[src/rtl/fns_cac_encoder_seq.sv]
// Sequential FNS crosstalk-avoidance encoder: DATA_W-bit word to CODE_W-digit codeword, one digit per cycle, MSB first.
// Latency CODE_W cycles from accept to out_valid; throughput one word per CODE_W+1 cycles.
// Backpressure: codeout held while out_valid & !out_ready; in_ready low in CALC. FNS_CAC_ENC_SELFCHECK_EN adds the err port.
module fns_cac_encoder_seq #(
  parameter int DATA_W = 10,
  parameter int CODE_W = 14
) (
  input  logic              clock,
  input  logic              rst_n,
  input  logic              in_valid,
  output logic              in_ready,
  input  logic [DATA_W-1:0] datain,
  output logic              out_valid,
  input  logic              out_ready,
  output logic [CODE_W:1]   codeout,
  output logic              busy
`ifdef FNS_CAC_ENC_SELFCHECK_EN
  ,
  output logic              err
`endif
);

  function automatic logic [63:0] fib(input int n);
    logic [63:0] a, b, t;
    a = 64'd1;
    b = 64'd1;
    for (int i = 3; i <= n; i++) begin
      t = a + b;
      a = b;
      b = t;
    end
    return b;
  endfunction

  localparam int RES_W = $clog2(fib(CODE_W + 3));
  localparam int K_W   = $clog2(CODE_W + 2);

  if (((64'd1 << DATA_W) - 64'd1) > (fib(CODE_W + 3) - 64'd2)) begin : g_width_check
    $error("fns_cac_encoder_seq: CODE_W too small for DATA_W");
  end

  // w_tab[k] = F(k+1); entry 0 is a harmless filler for idle-state lookups.
  logic [RES_W-1:0] w_tab [0:CODE_W+1];
  assign w_tab[0] = '0;
  for (genvar g = 1; g <= CODE_W + 1; g++) begin : g_w
    assign w_tab[g] = RES_W'(fib(g + 1));
  end

  typedef enum logic [1:0] {S_IDLE, S_CALC, S_DONE} state_t;

  state_t            state_q, state_d;
  logic [RES_W-1:0]  r_q, r_d;
  logic [K_W-1:0]    k_q, k_d;
  logic              p_q, p_d;
  logic [CODE_W-1:0] sh_q, sh_d;
  logic [CODE_W:1]   code_q, code_d;
  logic              out_valid_q, out_valid_d;
  logic              busy_q, busy_d;
`ifdef FNS_CAC_ENC_SELFCHECK_EN
  logic [RES_W-1:0]  acc_q, acc_d;
  logic [DATA_W-1:0] data_q, data_d;
  logic              err_q, err_d;
`endif

  logic [RES_W-1:0]  w_k, w_k1, r_sub;
  logic [CODE_W-1:0] sh_next;
  logic              dig;
  logic              load;

  always_comb begin
    w_k  = w_tab[k_q];
    w_k1 = w_tab[k_q + K_W'(1)];
    // Greedy with run preservation: in the overlap band repeat the previous digit.
    if (r_q >= w_k1 - RES_W'(1)) begin
      dig = 1'b1;
    end else if (r_q < w_k) begin
      dig = 1'b0;
    end else begin
      dig = p_q;
    end
    r_sub   = dig ? (r_q - w_k) : r_q;
    sh_next = {sh_q[CODE_W-2:0], dig};
    load    = in_valid & ((state_q == S_IDLE) | ((state_q == S_DONE) & out_ready));

    state_d = state_q;
    r_d     = r_q;
    k_d     = k_q;
    p_d     = p_q;
    sh_d    = sh_q;
    code_d  = code_q;
`ifdef FNS_CAC_ENC_SELFCHECK_EN
    acc_d   = acc_q;
    data_d  = data_q;
    err_d   = 1'b0;
`endif

    case (state_q)
      S_IDLE: state_d = state_q;
      S_CALC: begin
        r_d  = r_sub;
        p_d  = dig;
        sh_d = sh_next;
        k_d  = k_q - K_W'(1);
`ifdef FNS_CAC_ENC_SELFCHECK_EN
        acc_d = acc_q + (dig ? w_k : '0);
`endif
        if (k_q == K_W'(1)) begin
          state_d = S_DONE;
          code_d  = sh_next;
`ifdef FNS_CAC_ENC_SELFCHECK_EN
          err_d   = (acc_d != RES_W'(data_q)) | (r_sub != '0);
`endif
        end
      end
      S_DONE: begin
        if (out_ready && !in_valid) state_d = S_IDLE;
      end
      default: state_d = S_IDLE;
    endcase

    if (load) begin
      state_d = S_CALC;
      r_d     = RES_W'(datain);
      k_d     = K_W'(CODE_W);
      p_d     = 1'b0;
      sh_d    = '0;
`ifdef FNS_CAC_ENC_SELFCHECK_EN
      acc_d   = '0;
      data_d  = datain;
`endif
    end

    out_valid_d = (state_d == S_DONE);
    busy_d      = (state_d == S_CALC);
  end

  always_ff @(posedge clock) begin
    if (!rst_n) begin
      state_q     <= S_IDLE;
      r_q         <= '0;
      k_q         <= '0;
      p_q         <= 1'b0;
      sh_q        <= '0;
      code_q      <= '0;
      out_valid_q <= 1'b0;
      busy_q      <= 1'b0;
`ifdef FNS_CAC_ENC_SELFCHECK_EN
      acc_q       <= '0;
      data_q      <= '0;
      err_q       <= 1'b0;
`endif
    end else begin
      state_q     <= state_d;
      r_q         <= r_d;
      k_q         <= k_d;
      p_q         <= p_d;
      sh_q        <= sh_d;
      code_q      <= code_d;
      out_valid_q <= out_valid_d;
      busy_q      <= busy_d;
`ifdef FNS_CAC_ENC_SELFCHECK_EN
      acc_q       <= acc_d;
      data_q      <= data_d;
      err_q       <= err_d;
`endif
    end
  end

  // DONE accepts a new word in the same cycle the current codeword drains.
  assign in_ready  = rst_n & ((state_q == S_IDLE) | ((state_q == S_DONE) & out_ready));
  assign out_valid = out_valid_q;
  assign codeout   = code_q;
  assign busy      = busy_q;
`ifdef FNS_CAC_ENC_SELFCHECK_EN
  assign err       = err_q;
`endif

endmodule

[config.mk]
export PLATFORM = sky130hd
export DESIGN_NAME = fns_cac_encoder_seq
export DESIGN_NICKNAME = d
export VERILOG_FILES = /design/src/rtl/fns_cac_encoder_seq.sv
export SDC_FILE = /design/constraint.sdc
export NUM_CORES = 1
export LEC_CHECK = 0
export CAP_MARGIN = 15
export CELL_PAD_IN_SITES_DETAIL_PLACEMENT = 1
export CELL_PAD_IN_SITES_GLOBAL_PLACEMENT = 1
export CORE_MARGIN = 2
export CORE_UTILIZATION = 39
export CTS_CLUSTER_DIAMETER = 120
export DETAILED_ROUTE_END_ITERATION = 6
export HOLD_SLACK_MARGIN = 0.08
export PLACE_DENSITY_LB_ADDON = 0.1
export SLEW_MARGIN = 20
export SYNTH_ARGS = -nofsm -noshare
export SYNTH_HDL_FRONTEND = slang
export SYNTH_SLANG_ARGS = --single-unit
[constraint.sdc]
create_clock -name clock -period 4.7 [get_ports clock]
set_clock_uncertainty 0.15 [all_clocks]
set_input_delay 0.94 -clock clock [delete_from_list [all_inputs] [get_ports clock]]
set_output_delay 0.94 -clock clock [all_outputs]
set_load 0.01 [all_outputs]
* Word level (Yosys, flattened, before mapping) *
Memories as Yosys holds them, arrays and structs flattened.
Index checks and enable logic that the tools add are counted.

storage, ports and cells
  bits in latches = 0
  input port bits = 14
  bits in writable memories = 0
  logic and storage cells = 56
  memories = 2
  flip-flop bits (word level) = 47
  bits in read-only memories = 352
  output and inout bits = 17

cells by class
  reductions and logical operators = 9
  multiply operators = 0
  muxes and demuxes = 15
  order comparisons = 4
  add/subtract/negate cells = 4
  shift-type cells = 0
  eq/ne operators = 5
  bitwise logic cells = 7
  div/mod/pow operators = 0

memories
  name             depth  bits a word  read ports  clocked after Yosys merged registers in  wr ports  RTL line  source
  (no name shown)  16     11           1           0                                        0         72        w_k1 = w_tab[k_q + K_W'(1)];
  (no name shown)  16     11           1           0                                        0         71        w_k = w_tab[k_q];

operator list
  cell                                                      number
  two-way mux 11 bit                                        4
  two-way mux 10 bit                                        3
  greater-or-equal comparator 11 bit                        1
  less-than comparator 11 bit                               1
  subtractor 11 x 1 -> 11 bit, second input constant        1
  subtractor 11 bit                                         1
  greater-or-equal comparator 5 bit, second input constant  2
  inverter 4 -> 5 bit                                       2
  two-way mux 4 bit                                         2
  two-way mux 2 bit                                         3
  one-hot mux 2 bit (3 select lines)                        1
  AND reduction 2 bit                                       3
  adder 4 x 1 -> 4 bit, second input constant               1
  == test 2 x 1 -> 1 bit, second input constant             2
  == test 2 bit, second input constant                      2
  == test 4 x 1 -> 1 bit, second input constant             1
  nonzero test 2 bit                                        2
  subtractor 4 x 1 -> 4 bit, second input constant          1
  AND 1 bit                                                 3
  logical NOT 2 bit                                         1
  two-way mux 1 bit                                         2
  OR reduction 2 bit                                        1
  logical AND 1 bit                                         1
  logical NOT 1 bit                                         1
  2 further kinds                                           2

* Logic depth before layout (Yosys ltp) *
  depth after elaboration = 11
  depth in mapped cells = 21
  depth with buffers taken out = 19

* Least setup slack after synthesis *
No wires, ideal clock.

  path type = register -> register
  start = register k_q[0]
  end = register r_q[6]
  stages on the path, launching flop included = 21
  setup time = 0.132 ns
  arrival = 4.257 ns
  clock period less this slack = 4.539 ns
  data required time = 4.418 ns
  path buffers = 2
  setup slack = 0.161 ns
  path through = dfxtp_1 > buf_2 > inv_1 > ha_1 > or3_1 > and3_1 > a31oi_1 > ha_1 > o22ai_1 > a221oi_1 > o21ai_0 > xor2_1 > ha_1 > a211oi_1 > nor2_1 > o31ai_1 > nand4_1 > o21ai_2 > buf_4 > mux2i_1 > a21oi_1

on the way
  cells in the longest elaborated chain, start to end = 10
  elaborated cells between the ends (all ways) = 20
  those cells by class = 3 x add/sub; 2 x order compare; 9 x mux; 2 x bitwise; 2 x reduce/logical; 2 x memory

ends and longest elaborated chain
  what                                                   RTL line  source
  from (decl)                                            53        logic [K_W-1:0] k_q, k_d;
  from (signal assigned)                                 155       k_q <= k_d;
  adder 4 x 1 -> 4 bit                                   72
  inverter 4 -> 5 bit (implied by the code)              72
  memory read (16 x 11 bit)                              n/a
  two-way mux 11 bit (implied by the code) (2 in a row)  72
  subtractor 11 x 1 -> 11 bit                            74        if (r_q >= w_k1 - RES_W'(1)) begin
  greater-or-equal comparator 11 bit                     74
  two-way mux 1 bit                                      74
  nonzero test 2 bit (no source line)                    n/a
  AND reduction 2 bit (no source line)                   n/a
  to (signal assigned)                                   154       r_q <= r_d;
  to (decl)                                              52        logic [RES_W-1:0] r_q, r_d;

Parallel ways exist; a longest one is shown, timed or not. The select of a mux whose other input is x is not followed.
A chain may end at the register's enable or synchronous reset.

* Worst setup path in the final report *
  start = register k_q[1]
  end = register r_q[10]

on the way
  cells in the longest elaborated chain, start to end = 9
  elaborated cells between the ends (all ways) = 16
  those cells by class = 3 x add/sub; 2 x order compare; 6 x mux; 2 x bitwise; 1 x reduce/logical; 2 x memory

ends and longest elaborated chain
  what                                                   RTL line
  adder 4 x 1 -> 4 bit                                   72
  inverter 4 -> 5 bit (implied by the code)              72
  memory read (16 x 11 bit)                              n/a
  two-way mux 11 bit (implied by the code) (2 in a row)  72
  subtractor 11 x 1 -> 11 bit                            74
  greater-or-equal comparator 11 bit                     74
  two-way mux 1 bit                                      74
  AND reduction 2 bit (no source line)                   n/a

Parallel ways exist; a longest one is shown, timed or not. The select of a mux whose other input is x is not followed.

==> out/summary.md <==
### Outcome
* completed — run status

### Clock tree
* 5 — TritonCTS Buffers
* 0 — number of buffers added to fix hold violations after cts
* 2 — H-tree levels
* 0.10 ns — clock slew at reported path FFs
* yes — CTS tree
* 0.31 ns — Clk Latency, worst-skew pair
* clkbuf_8 — Clock Root Buffer
* 2 — buffer depth of the longest clock path
* 46 — total number of clock tree sinks

### Logic synthesis
* 8.024 µm² — syn avg cell area
* 28.55% — area share of the largest cell type after synthesis
* 0% — asr flop ratio synth
* 453 — Post-Synthesis Net Count
* dfxtp_1 — Most used DFF post-synth
* dfxtp_1 29%, ha_1 14%, nand2_1 8.7% — cell types occupying the most area after synthesis
* 54 — distinct cell type count of the synthesized netlist
* 402 — number of cells produced by synthesis
* 46 — post-synthesis register bit count
* 3226 µm² — Synth Cell Area
* 0 — Post-synth EDFFs
* 0 — YS warnings
* 28.55% — share of the yosys chip area belonging to registers
* dfxtp_1 — Yosys top cell by area

### Place
* 3700 µm² — instance area at placement
* 533 — number of placed instances with taps included
* 6701 µm — HPWL after detailed placement
* 30 — count of input and output buffers
* 0.8489 — GP Congestion

### Critical path
* 4.79 ns — data required time at the worst endpoint
* k_q[1]$_SDFFE_PN0P_ — startpoint of the worst register-to-register path
* 20 — cell depth of the worst flop-to-flop path
* 4.50 ns — Data arrival, critical path
* 18 — crit-path max FO
* flip-flop to flip-flop — Crit Path Category
* flip-flop — sort of element at the start of the critical path
* 3 — Crit path buffers/inverters
* ha_1 — most used cell, CP
* compound AO/OA/AOI/OAI gates — family with the most delay on the worst path
* buf_4 > ha_1 > ha_1 > buf_6 > nor4bb_1 > a311o_1 > a22o_1 > o21bai_1 > a21oi_4 > mux2i_1 > a211oi_2 > ha_1 > a21boi_1 > o21ai_1 > nand3_1 > nand4_1 > o21ai_2 > buf_6 > or3_1 > a21oi_1 — cell breakdown of the critical path
* 0.29 ns — register-to-register setup slack
* flip-flop — Worst setup EP type
* r_q[10]$_SDFFE_PP0P_ — destination of the worst register-to-register timing path
* 0.34 ns — maximum single-stage delay on the critical path
* dfxtp_2 — Max stage delay cell, worst path

### Pwr
* 0.0001259 V — worst voltage drop across the vdd grid
* 356.7 nW/µm² — PwrDens
* 1.470 nW — static leakage

### GRT
* 3.033% — GRT met3 Usage
* 14860 µm — global-route wire length before repair
* 35 — pin count of the biggest net entering global routing
* 20.99% — total global routing track utilization
* met2 — highest-utilization routing layer at the global route stage
* 35.52% — global-route track usage on met2
* 2980 — vias in the first global route
* 0 — number of antenna violations at the first check in global routing
* 28.39% — grt met1 use
* 0 — Overflow after GRT

### Timing
* 0.3127 ns — minimum hold slack
* 0 — Pins Over Slew Limit
* 0.2268 GHz — fmax
* 93.82% — final critical-path share of the clock period
* 0.8161 ns — worst slew pin tran
* no — RSZ-0062 raised after global routing
* 0 ns — Sum Neg Setup Slack
* 0 — final count of negative-setup-slack endpoints
* 4.410 ns — Min Clock Period, post-route
* 0 — Hold Vio Cnt, Final
* 45.46% — slew margin rel.

### Min path
* sh_q[12]$_SDFFE_PP0P_ — startpoint of the lowest-slack hold path
* 2 — worst hold stages
* flip-flop to flip-flop — path type of the worst min-delay path
* sh_q[12]$_SDFFE_PP0P_ — terminating pin of the worst hold path

### Layout
* 3854 µm² — post-route cell area
* 19.47% — Area growth, synth to finish
* 0 — number of antenna repair diodes
* 542 — final instance count without filler cells
* 1003 — filler cell count
* 487 — Total Nets Final
* 75 x nand2_1, 44 x dfxtp_1, 34 x ha_1 — top library cells by usage in the layout, fill and taps aside
* nand2_1 — commonest non-fill, non-tap cell in the layout
* 9.840% — proportion of layout cells with a drive suffix above 1

### Floorplanning
* 8134 µm² — core region area
* 33 — number of placement rows
* 94.95 µm — floorplan die width
* 9015 µm² — full die area
* 39.66% — effective utilization at floorplan
* 31 — Boundary Pins
* 94.95 µm — Vert. Die Dim

### Run
* 0 — max-capacitance violation count

### Routing
* 58 — violation count after the first detailed-routing iteration
* 2943 — total number of vias
* 8868 µm — total detailed-routing wirelength
* 4 — DRT Pass-1 Iters
* 5.430 — ratio of routed vias to standard cells
* 0 — post-route ant nets
* 0 — post-detailed-route DRC marker count
* 16.36 µm — Avg WL per Cell

[area by class of cell]
type                       instances  area, µm²  share of cell area (%)
sequential                        46      923.4                   23.96
multi-input combinational        318       2171                   56.33
tap                              105      131.4                   3.409
clock buffer                       6      72.57                   1.883
timing repair buffer              50      461.7                   11.98
inverter                          15      56.30                   1.461
clock inverter                     2      37.54                  0.9740
[synthesized netlist by cell type (3+ instances only)]
cell	count
or3_1	4
a21o_1	3
and2_1	3
xnor2_1	12
nor2_1	12
nand2_1	75
buf_2	4
clkbuf_1	16
and3_1	4
a31oi_1	5
xor2_1	8
o211ai_1	3
a21oi_1	33
ha_1	36
nand2b_1	4
o21ai_0	21
nand3_1	11
dfxtp_1	46
nor2b_1	4
mux2i_1	8
o21a_1	5
o2111ai_1	3
inv_1	15
nor3_1	9
a21boi_0	19
[per-layer routing]
metal / up-vias / wire, µm
met3: 8 / 181
li1: 1481 / -
met2: 27 / 4173
met5: - / 0
met1: 1427 / 4421
met4: 0 / 91
[worst min-delay path, cell delays in order, from the launching register on]
cell,delay [ns]
dfxtp_1,0.32
nand2_1,0.05
a21oi_1,0.05
[registers in the layout (all words and copies together), names as in the netlist]
| signal | count |
|---|---|
| k_q | 4 |
| sh_q | 13 |
| busy | 1 |
| state_q | 2 |
| out_valid | 1 |
| codeout | 14 |
| r_q | 11 |
[how the worst max path moves through the flow]
stage / slack (ns) / end / from / depth (start not counted)
finish: 0.29 / r_q[10]$_SDFFE_PP0P_ / k_q[1]$_SDFFE_PN0P_ / 20
detailed placement: 0.07 / r_q[3]$_SDFFE_PN0P_ / k_q[0]$_SDFFE_PP0P_ / 19
global placement: 0.30 / r_q[10]$_SDFFE_PP0P_ / k_q[1]$_SDFFE_PN0P_ / 20
global route: 0.0009 / r_q[10]$_SDFFE_PP0P_ / k_q[1]$_SDFFE_PN0P_ / 20
floorplan: 0.16 / r_q[6]$_SDFFE_PN0P_ / k_q[0]$_SDFFE_PP0P_ / 20
CTS: 0.05 / r_q[3]$_SDFFE_PN0P_ / k_q[0]$_SDFFE_PP0P_ / 19
[logic make-up (layout without fill, tap and decap cells)]
group | Yosys count | in the layout | share of synthesized area (%)
and+or+nand+nor | 136 | 136 | 19.28
AOI/OAI and AO/OA | 116 | 116 | 24.28
DFF | 46 | 46 | 28.55
xor gates and xnor gates | 20 | 20 | 5.431
muxes | 9 | 9 | 2.832
adders and majority gates | 37 | 37 | 14.58
buffers and inverters | 38 | 73 | 5.042
[what timing repair did]
item	4_1_cts	5_1_grt
gates resized for setup	0	13
endpoints found under the setup margin	0	12
setup buffers	0	1
endpoints found under the hold margin	0	0
[report_power, final]
group	internal [mW]	switching, mW
Combinational	0.284	0.351
Sequential	0.411	0.0215
Clock	0.159	0.148
Total	0.854	0.520
[metrics by stage]
stage | setup WS (ns) | utilization (%) | total power, mW
after floorplan | 0.1613 | - | 0.8956
after global placement | 0.2970 | 45.49 | 1.042
after detailed placement | 0.07308 | 45.49 | 1.061
after CTS | 0.04948 | 46.84 | 1.372
after global routing | 0.0008926 | 47.38 | 1.474
final | 0.2905 | 47.38 | 1.375
(Power assumes the default switching activity.)
